==> config.mk <==
export PLATFORM = sky130hd
export DESIGN_NAME = data_mem_ctrl_flat
export DESIGN_NICKNAME = d
export VERILOG_FILES = /design/src/rtl/data_mem_ctrl_if.sv /design/src/rtl/data_mem_ctrl.sv /design/src/flat_wrapper.sv
export SDC_FILE = /design/constraint.sdc
export NUM_CORES = 1
export LEC_CHECK = 0
export ABC_AREA = 1
export CAP_MARGIN = 40
export CORE_MARGIN = 5
export CORE_UTILIZATION = 30
export CTS_CLUSTER_SIZE = 8
export DETAILED_ROUTE_END_ITERATION = 8
export PLACE_DENSITY = 0.56
export SLEW_MARGIN = 15
export SYNTH_ARGS = -nofsm -noshare
export SYNTH_HDL_FRONTEND = slang
export SYNTH_SLANG_ARGS = --single-unit
==> constraint.sdc <==
create_clock -name clk -period 4.6 [get_ports clk]
set_input_delay 0.46 -clock clk [delete_from_list [all_inputs] [get_ports clk]]
set_output_delay 0.46 -clock clk [all_outputs]
set_load 0.01 [all_outputs]
==> src/rtl/data_mem_ctrl_if.sv <==
// Request/response bus of the data memory controller.
// Handshake: a request transfers on a rising clk edge where req_valid and
// req_ready are both 1; the response is a single-cycle rsp_valid strobe one
// cycle later with no back-pressure; rsp_rdata/rsp_err are 0 when rsp_valid is 0.
interface data_mem_ctrl_if #(
    parameter int DATA_W = 16,
    parameter int ADDR_W = 16
);
    logic                  req_valid;
    logic                  req_ready;
    logic                  req_write;
    logic [ADDR_W-1:0]     req_addr;
    logic [DATA_W-1:0]     req_wdata;
    logic [DATA_W/8-1:0]   req_be;
    logic                  rsp_valid;
    logic [DATA_W-1:0]     rsp_rdata;
    logic                  rsp_err;

    modport master (
        output req_valid, req_write, req_addr, req_wdata, req_be,
        input  req_ready, rsp_valid, rsp_rdata, rsp_err
    );

    modport slave (
        input  req_valid, req_write, req_addr, req_wdata, req_be,
        output req_ready, rsp_valid, rsp_rdata, rsp_err
    );
endinterface

==> src/rtl/data_mem_ctrl.sv <==
// Single-port data memory controller. After reset it clears the array one
// word per cycle (INIT), then serves one request per cycle (RUN) with a
// registered response one cycle after acceptance. Out-of-range addresses
// return rsp_err and never touch memory.
// Optional feature macro: DMEM_BYTE_WRITE_EN (per-byte write enables via req_be).
module data_mem_ctrl #(
    parameter int DATA_W = 16,
    parameter int DEPTH  = 64,
    parameter int ADDR_W = 16
) (
    input  logic             clk,
    input  logic             rst_n,
    data_mem_ctrl_if.slave   bus,
    output logic             init_done,
    output logic             dbg_state
);
    localparam int IDX_W = (DEPTH > 1) ? $clog2(DEPTH) : 1;
    localparam logic [IDX_W-1:0]  LAST_IDX  = IDX_W'(DEPTH - 1);
    localparam logic [ADDR_W:0]   DEPTH_EXT = (ADDR_W + 1)'(DEPTH);

    typedef enum logic {ST_INIT, ST_RUN} state_t;

    state_t              state_q, state_d;
    logic [IDX_W-1:0]    idx_q, idx_d;
    logic                ready_q, ready_d;
    logic                init_done_q, init_done_d;
    logic                rsp_valid_q, rsp_valid_d;
    logic [DATA_W-1:0]   rsp_rdata_q, rsp_rdata_d;
    logic                rsp_err_q, rsp_err_d;

    logic [DATA_W-1:0]   mem [DEPTH];
    logic                mem_we;
    logic [IDX_W-1:0]    mem_waddr;
    logic [DATA_W-1:0]   mem_wdata;
    logic [DATA_W-1:0]   mem_wmask;
    logic [DATA_W-1:0]   be_mask;

    logic                accept;
    logic                in_range;
    logic [IDX_W-1:0]    req_idx;

    assign accept   = bus.req_valid & ready_q;
    // Full-width unsigned compare so high address bits can never alias.
    assign in_range = ({1'b0, bus.req_addr} < DEPTH_EXT);
    assign req_idx  = bus.req_addr[IDX_W-1:0];

`ifdef DMEM_BYTE_WRITE_EN
    // Expand byte enables into a bit mask for the write merge.
    always_comb begin
        be_mask = '0;
        for (int i = 0; i < DATA_W / 8; i++) begin
            be_mask[8*i +: 8] = {8{bus.req_be[i]}};
        end
    end
`else
    logic unused_be;
    assign unused_be = ^bus.req_be;
    assign be_mask   = '1;
`endif

    // Next-state, memory write port and response computation.
    always_comb begin
        state_d     = state_q;
        idx_d       = idx_q;
        ready_d     = ready_q;
        init_done_d = init_done_q;
        rsp_valid_d = 1'b0;
        rsp_rdata_d = '0;
        rsp_err_d   = 1'b0;
        mem_we      = 1'b0;
        mem_waddr   = idx_q;
        mem_wdata   = '0;
        mem_wmask   = '1;
        case (state_q)
            ST_INIT: begin
                mem_we = 1'b1;
                if (idx_q == LAST_IDX) begin
                    state_d     = ST_RUN;
                    idx_d       = '0;
                    ready_d     = 1'b1;
                    init_done_d = 1'b1;
                end else begin
                    idx_d = idx_q + 1'b1;
                end
            end
            ST_RUN: begin
                if (accept) begin
                    rsp_valid_d = 1'b1;
                    if (!in_range) begin
                        rsp_err_d = 1'b1;
                    end else if (bus.req_write) begin
                        mem_we    = 1'b1;
                        mem_waddr = req_idx;
                        mem_wdata = bus.req_wdata;
                        mem_wmask = be_mask;
                    end else begin
                        rsp_rdata_d = mem[req_idx];
                    end
                end
            end
            default: begin
                state_d = ST_INIT;
            end
        endcase
    end

    // Control and response registers; reset restarts the clear sequence.
    always_ff @(posedge clk or negedge rst_n) begin
        if (!rst_n) begin
            state_q     <= ST_INIT;
            idx_q       <= '0;
            ready_q     <= 1'b0;
            init_done_q <= 1'b0;
            rsp_valid_q <= 1'b0;
            rsp_rdata_q <= '0;
            rsp_err_q   <= 1'b0;
        end else begin
            state_q     <= state_d;
            idx_q       <= idx_d;
            ready_q     <= ready_d;
            init_done_q <= init_done_d;
            rsp_valid_q <= rsp_valid_d;
            rsp_rdata_q <= rsp_rdata_d;
            rsp_err_q   <= rsp_err_d;
        end
    end

    // Memory array: no reset, cleared only by INIT; masked read-modify-write.
    always_ff @(posedge clk) begin
        if (mem_we) begin
            mem[mem_waddr] <= (mem[mem_waddr] & ~mem_wmask) | (mem_wdata & mem_wmask);
        end
    end

    assign bus.req_ready = ready_q;
    assign bus.rsp_valid = rsp_valid_q;
    assign bus.rsp_rdata = rsp_rdata_q;
    assign bus.rsp_err   = rsp_err_q;
    assign init_done     = init_done_q;
    assign dbg_state     = state_q;
endmodule

==> src/flat_wrapper.sv <==
// flat-port wrapper written by rule: the top's interface ports become plain ports
module data_mem_ctrl_flat 
#(
    parameter int DATA_W = 16,
    parameter int DEPTH  = 64,
    parameter int ADDR_W = 16
)
  (clk, rst_n, init_done, dbg_state, bus_req_valid, bus_req_write, bus_req_addr, bus_req_wdata, bus_req_be, bus_req_ready, bus_rsp_valid, bus_rsp_rdata, bus_rsp_err);
  data_mem_ctrl_if #(.DATA_W(DATA_W), .ADDR_W(ADDR_W)) bus_i ();
  input  logic clk;
  input  logic rst_n;
  output logic init_done;
  output logic dbg_state;
  input wire logic [$bits(bus_i.req_valid)-1:0] bus_req_valid;
  input wire logic [$bits(bus_i.req_write)-1:0] bus_req_write;
  input wire logic [$bits(bus_i.req_addr)-1:0] bus_req_addr;
  input wire logic [$bits(bus_i.req_wdata)-1:0] bus_req_wdata;
  input wire logic [$bits(bus_i.req_be)-1:0] bus_req_be;
  output wire logic [$bits(bus_i.req_ready)-1:0] bus_req_ready;
  output wire logic [$bits(bus_i.rsp_valid)-1:0] bus_rsp_valid;
  output wire logic [$bits(bus_i.rsp_rdata)-1:0] bus_rsp_rdata;
  output wire logic [$bits(bus_i.rsp_err)-1:0] bus_rsp_err;
  assign bus_i.req_valid = bus_req_valid;
  assign bus_i.req_write = bus_req_write;
  assign bus_i.req_addr = bus_req_addr;
  assign bus_i.req_wdata = bus_req_wdata;
  assign bus_i.req_be = bus_req_be;
  assign bus_req_ready = bus_i.req_ready;
  assign bus_rsp_valid = bus_i.rsp_valid;
  assign bus_rsp_rdata = bus_i.rsp_rdata;
  assign bus_rsp_err = bus_i.rsp_err;
  data_mem_ctrl #(.DATA_W(DATA_W), .DEPTH(DEPTH), .ADDR_W(ADDR_W)) u_core (.clk(clk), .rst_n(rst_n), .bus(bus_i), .init_done(init_done), .dbg_state(dbg_state));
endmodule
==> metrics.txt, run 1 <==
outcome=completed; Max H-tree Level=4; via count=approximately 28000; Syn Area/Cell=around 12 um^2; # IOs=59; R2R cell count=7; Total Routing Usage GR=roughly 15%; RSZ-0062 raised after global routing=false; DRT iter0 DRCs=roughly 2600; GRT Residual Overflow=0; post-CTS setup buffers=0; clock share of power=roughly 46%; initial antenna violation count=9; CTS tree=yes; Core Box Area=roughly 0.14 mm^2; Reg2Reg Setup Slack=between 1.5 and 2 ns; Num CTS Buffers=between 100 and 150; post-DP HPWL=between 60 and 70 mm; Root Driver=clkbuf_16; clk buf depth=3; Worst Tran Pin Value=0.966 ns; share of layout cells above drive strength 1=just over 9%; Hold Path Class=in2async; Slew headroom=a little over a third; drt drc=0; most common cell in the netlist=nand2_1; GP Congestion=around 0.95; number of synthesized flops with an enable pin=approximately 1000; Final Cycle Share=approximately 62%; routed len/inst=around 21 um; post-route design area=around 0.05 mm^2; layout net count=3810; P_int=16.7 mW; Util after Layout=between 30 and 40%; Detailed Route WL=approximately 120 mm; vias in the first global route=about 26000; Synth top area share=72.1%; CP Capture Point=u_core.mem[44][5]$_DFFE_PP_; final setup margin=about 1.7 ns; CP Data Arrival Time=3.26 ns; library cells used by synthesis=32; commonest cells in the netlist=nand2_1 (1313), edfxtp_1 (1024), nand3_1 (868); power per cell area=approximately 420 mW/mm^2; r2r startpoint=u_core.dbg_state$_DFF_PN0_; reg2reg end=u_core.mem[44][5]$_DFFE_PP_; Syn Nets=3694; synthesis-stage register bit count=about 1100; pre-CTS setup slack=approximately 1.3 ns; Area contributors post-synth=edfxtp_1 (72%), nand2_1 (12%), nand3_1 (10%); ys async rst share=2.48%; Final Skew=0.0202 ns; starting density of the core=30.2%; Syn Std Cell Area=0.0427 mm^2; placed cell area=0.0459 mm^2; Row Count=138; Final Setup Violations=0; IO Port Bufs=56; Max VDD drop=just over 0.3 mV; global-route wire length before repair=about 170 mm; setup TNS=0 ns; Setup crit start=u_core.dbg_state$_DFF_PN0_; Slew Limit Fails=0; worst skew pair latency=0.72 ns; post-synthesis sequential area ratio=roughly three quarters; clk slew on worst S/H paths=0.05 ns; Layout area overhead=17.4%; Cell Chain, Critical Path=inv_2 -> nor2_4 -> nand3_4 -> o21ai_2 -> nand4_2 -> nor2_1 -> buf_4; kind of critical path=reg2reg; DIE AREA=0.150 mm^2; crit path max fanout=16; final hold vios=0; critical path capture point type=register; Inst Count DP=about 5500; Reg power frac=48.7%; biggest cell delay along the critical path=roughly 0.6 ns; fmax=approximately 350 MHz; Net Sw Frac=a little over a fifth; post-route insts no fill=between 5000 and 6000; router iterations before antenna repair=6; crit path time final=2.86 ns; maxcap violations=0; Startpoint Class=register; Required @ worst endpoint=5.00 ns; Pwr Total=around 21 mW; leading area contributor after synthesis=edfxtp_1; Synth warnings=0; ys flop type=edfxtp_1; Die X-Extent=between 300 and 400 um; final hold slack=roughly 0.34 ns; Die Height=387 um; CTS Sinks=between 1000 and 1500; Post-Synthesis Cells=about 3700; combinational power share=around 5.0%; P_leak=about 17 nW; Psw=4.58 mW; largest net degree at the start of global routing=140; antenna-violating nets left=0; Critical-path top delay cell=nand4_2; Vias/cell=a little under 5
[per-layer routing]
metal	vias up	wire length (um)	GRT usage [%]
li1	13000	-	-
met1	13700	51100	21.1
met2	929	54300	23.7
met3	193	8910	3.76
met4	4	3420	5.13
met5	-	165	0
[worst min-delay path by stage]
stage,start,end,slack (ns),depth (start not counted)
2_1_floorplan,rst_n,u_core.bus.req_ready$_DFFE_PN0P_,0.16,0
3_3_place_gp,u_core.idx_q[4]$_DFFE_PN0N_,u_core.idx_q[4]$_DFFE_PN0N_,0.52,1
3_5_place_dp,u_core.idx_q[4]$_DFFE_PN0N_,u_core.idx_q[4]$_DFFE_PN0N_,0.52,1
4_1_cts,rst_n,u_core.bus.rsp_rdata[13]$_DFF_PN0_,0.30,2
5_1_grt,rst_n,u_core.bus.rsp_rdata[13]$_DFF_PN0_,0.38,2
6_report,rst_n,u_core.bus.rsp_rdata[13]$_DFF_PN0_,0.34,2
[cells by family (layout without fill, tap and decap cells)]
group / after synthesis / after routing / share of synthesized area (%)
adder cells (fa/ha/maj): 1 / 1 / 0.0293
AND/OR/NAND/NOR: 2306 / 2306 / 23.2
flip-flops: 1050 / 1050 / 73.6
other: 0 / 4 / 0
buffers and inverters: 268 / 433 / 2.79
AO/OA/AOI/OAI: 27 / 27 / 0.355
XOR/XNOR: 3 / 3 / 0.0616
[critical path, delay by kind of cell (launching register included)]
family                 cells  cell delay (ns)
and+or+nand+nor            4             1.21
AOI/OAI and AO/OA          1             0.30
DFF                        1             0.58
buffers and inverters      2             0.44
[power by group through the flow]
stage / combinational [mW] / clock, mW / sequential, mW
6_report: 1.06 / 9.84 / 10.4
3_3_place_gp: 1.05 / 0 / 10.5
5_1_grt: 1.17 / 10.5 / 10.3
3_5_place_dp: 1.05 / 0 / 10.5
4_1_cts: 1.06 / 10.0 / 10.4
2_1_floorplan: 0.679 / 0 / 10.5
[flip-flops by register name (all words and copies together) (netlist names)]
| signal | count |
|---|---|
| u_core.dbg_state | 1 |
| u_core.bus.rsp_err | 1 |
| u_core.mem | 1024 |
| u_core.bus.rsp_rdata | 16 |
| u_core.bus.rsp_valid | 1 |
| u_core.idx_q | 6 |
| u_core.bus.req_ready | 1 |
[area by class of cell]
| type | count | area, um^2 |
|---|---|---|
| Fill cell | 13700 | 91300 |
| Clock buffer | 189 | 3990 |
| Antenna cell | 4 | 10.0 |
| Multi-Input combinational cell | 2337 | 10200 |
| Clock inverter | 11 | 149 |
| Sequential cell | 1050 | 31400 |
| Tap cell | 1890 | 2360 |
| Inverter | 41 | 180 |
| Timing Repair Buffer | 192 | 1800 |
[layout by cell type, fill, tap and decap left out, types with 2 or more instances in the layout]
master,Yosys,routed
inv_1,37,35
buf_4,6,120
clkinv_1,2,2
xor2_1,3,3
dfrtp_1,26,26
nand2_1,1313,1313
clkinv_8,0,2
nor2_2,5,9
nand3_1,868,868
buf_12,0,14
o21ai_2,4,4
inv_6,0,6
nor2_1,90,70
buf_16,0,2
inv_2,1,2
nand4_1,9,9
nand3_4,2,2
clkbuf_16,0,154
edfxtp_1,1024,1024
clkdlybuf4s50_1,0,51
nor3_1,3,3
buf_8,0,2
buf_2,122,2
clkbuf_1,71,35
nor2_4,1,17
diode_2,0,4
a21oi_1,18,18
o21ai_0,3,3
nand2_2,8,8
nand4_2,3,3
[timing repair]
action                    in CTS  in global routing
hold buffers                   1                  0
hold endpoints to repair      26                  0
resized for setup              0                  0
Power figures use the tool's default switching activity.
==> run 2: changes to the inputs <==
PLACE_DENSITY = 0.58   (was 0.56)
clock period = 2.6 ns   (was 4.6 ns; I/O delays follow)
==> metrics.txt, run 2 (synthesis results as in run 1) <==
outcome=completed; via count=28300 (+1.5%); Startpoint Class=register; P_leak=18.2 nW (+4.8%); router iterations before antenna repair=6 (unchanged); maxcap violations=0 (unchanged); r2r startpoint=u_core.bus.req_ready$_DFFE_PN0P_; Slew headroom=54.8% (+19 points); Detailed Route WL=121 mm (+2.3%); IO Port Bufs=56 (unchanged); crit path time final=2.46 ns (-0.400 ns); Final Skew=0.0388 ns (+0.0186 ns); most common cell after layout, fill and taps aside=nand2_1; commonest non-fill, non-tap cells in the layout=nand2_1 (1310), edfxtp_1 (1024), nand3_1 (868), clkbuf_16 (152), buf_12 (121); Pwr Total=37.7 mW (+78%); post-route insts no fill=5798 (+1.5%); Max VDD drop=0.522 mV (+68%); Slew Limit Fails=0 (unchanged); # IOs=59 (unchanged); CTS tree=yes; Die Height=387 um (unchanged); Worst Tran Pin Value=0.673 ns (-0.294 ns); Layout area overhead=22.3%; post-DP HPWL=75.7 mm (+14%); Critical-path top delay cell=dfrtp_1; initial antenna violation count=4 (-5); final hold slack=0.125 ns (-0.217 ns); GP Congestion=0.866 (-8.8%); Die X-Extent=387 um (unchanged); CTS Sinks=1050 (unchanged); starting density of the core=30.2% (unchanged); power per cell area=723 mW/mm^2 (+70%); routed len/inst=20.8 um (+0.85%); Max H-tree Level=4 (unchanged); crit path max fanout=16 (unchanged); Num CTS Buffers=149 (unchanged); largest net degree at the start of global routing=106 (-24%); Root Driver=clkbuf_16; Core Box Area=0.141 mm^2 (unchanged); share of layout cells above drive strength 1=12.0% (+2.7 points); final hold vios=0 (unchanged); Most flops, register=u_core.mem; drt drc=0 (unchanged); global-route wire length before repair=180 mm (+3.5%); Setup crit start=u_core.bus.req_ready$_DFFE_PN0P_; Required @ worst endpoint=3.02 ns (-1.98 ns); critical path capture point type=register; DIE AREA=0.150 mm^2 (unchanged); fmax=406 MHz (+16%); Inst Count DP=5607 (+1.8%); kind of critical path=reg2reg; GRT Residual Overflow=0 (unchanged); Final Setup Violations=0 (unchanged); Total Routing Usage GR=15.7% (+0.43 points); clk buf depth=3 (unchanged); Util after Layout=36.9% (+1.5 points); CP Data Arrival Time=2.88 ns (-0.38 ns); layout net count=3909 (+2.6%); Hold Path Class=in2async; Vias/cell=4.88 (about the same); Largest register FFs=1024 (unchanged); Row Count=138 (unchanged); RSZ-0062 raised after global routing=true; Final Cycle Share=94.7% (+32 points); worst skew pair latency=0.73 ns (about the same); DRT iter0 DRCs=3005 (+16%); clk slew on worst S/H paths=0.05 ns (about the same); Cell Chain, Critical Path=nand2_2 -> buf_4 -> nor2_4 -> nand3_4 -> nand2_1 -> o21ai_0 -> nor2_1 -> nand2_2 -> nor2_1 -> buf_12; biggest cell delay along the critical path=0.42 ns (-0.18 ns); antenna-violating nets left=0 (unchanged); crit path buf inv count=2 (unchanged); Top delay family on crit path=simple AND/OR/NAND/NOR gates; vias in the first global route=27900 (+6.6%)
==> run 2: cell count changes in the layout (fill, tap and decap cells not counted), sizes merged <==
cell	change
clkinv	+2
buf	+99
diode	-3
clkbuf	-14
==> run 2: through the flow <==
| stage | TNS (ns) | setup slack [ns] | instance area, um^2 |
|---|---|---|---|
| 6_report | 0 | 0.138 | 52200 |
| 5_1_grt | -0.924 | -0.0368 | 52200 |
| 4_1_cts | 0 | 0.0669 | 52100 |
| 3_5_place_dp | -133.93 | -0.324 | 48000 |
| 3_3_place_gp | -133.18 | -0.336 | 48000 |
| 2_1_floorplan | -579.57 | -0.638 | 42700 |
==> run 2: power breakdown <==
part / total [mW] / switching, mW / internal (mW)
Combinational: 1.99 / 1.38 / 0.608
Clock: 17.4 / 6.88 / 10.5
Sequential: 18.3 / 0 / 18.3
==> run 2: layer usage <==
metal	track usage, %	share of wire, %	vias to the layer above
met4	5.15	2.8	0
met1	21.6	43	13900
met5	0	0	-
met2	25.3	47	1001
met3	2.93	6.6	202
li1	-	-	13200
==> run 2: layout make-up <==
| cell class | instances | area, um^2 |
|---|---|---|
| tap | 1890 | 2360 |
| timing repair buffer | 291 | 3860 |
| sequential | 1050 | 31400 |
| inverter | 41 | 180 |
| antenna | 1 | 2.50 |
| multi-input combinational | 2337 | 10300 |
| clock buffer | 175 | 3890 |
| fill | 13400 | 89200 |
| clock inverter | 13 | 244 |
==> run 2: final timing paths <==
check                                                     to  slack, ns  depth (start not counted)
max                              u_core.mem[59][2]$_DFFE_PP_       0.14                         10
min                              u_core.idx_q[1]$_DFFE_PN0N_       0.12                          2
max reg2reg                      u_core.mem[59][2]$_DFFE_PP_       0.14                         10
min reg2reg                      u_core.idx_q[4]$_DFFE_PN0N_       0.54                          1
max in group asynchronous  u_core.bus.rsp_rdata[1]$_DFF_PN0_       2.00                          3
min in group clk                u_core.mem[50][15]$_DFFE_PP_       0.25                          3
==> run 2: repair_timing <==
item                                    in CTS  in global routing
endpoints found under the setup margin       8                495
buffers inserted                             0                  0
hold buffers                                 1                  0
gates resized for setup                      1                 15
pin swaps                                    0                  1
hold endpoints to repair                    26                  0
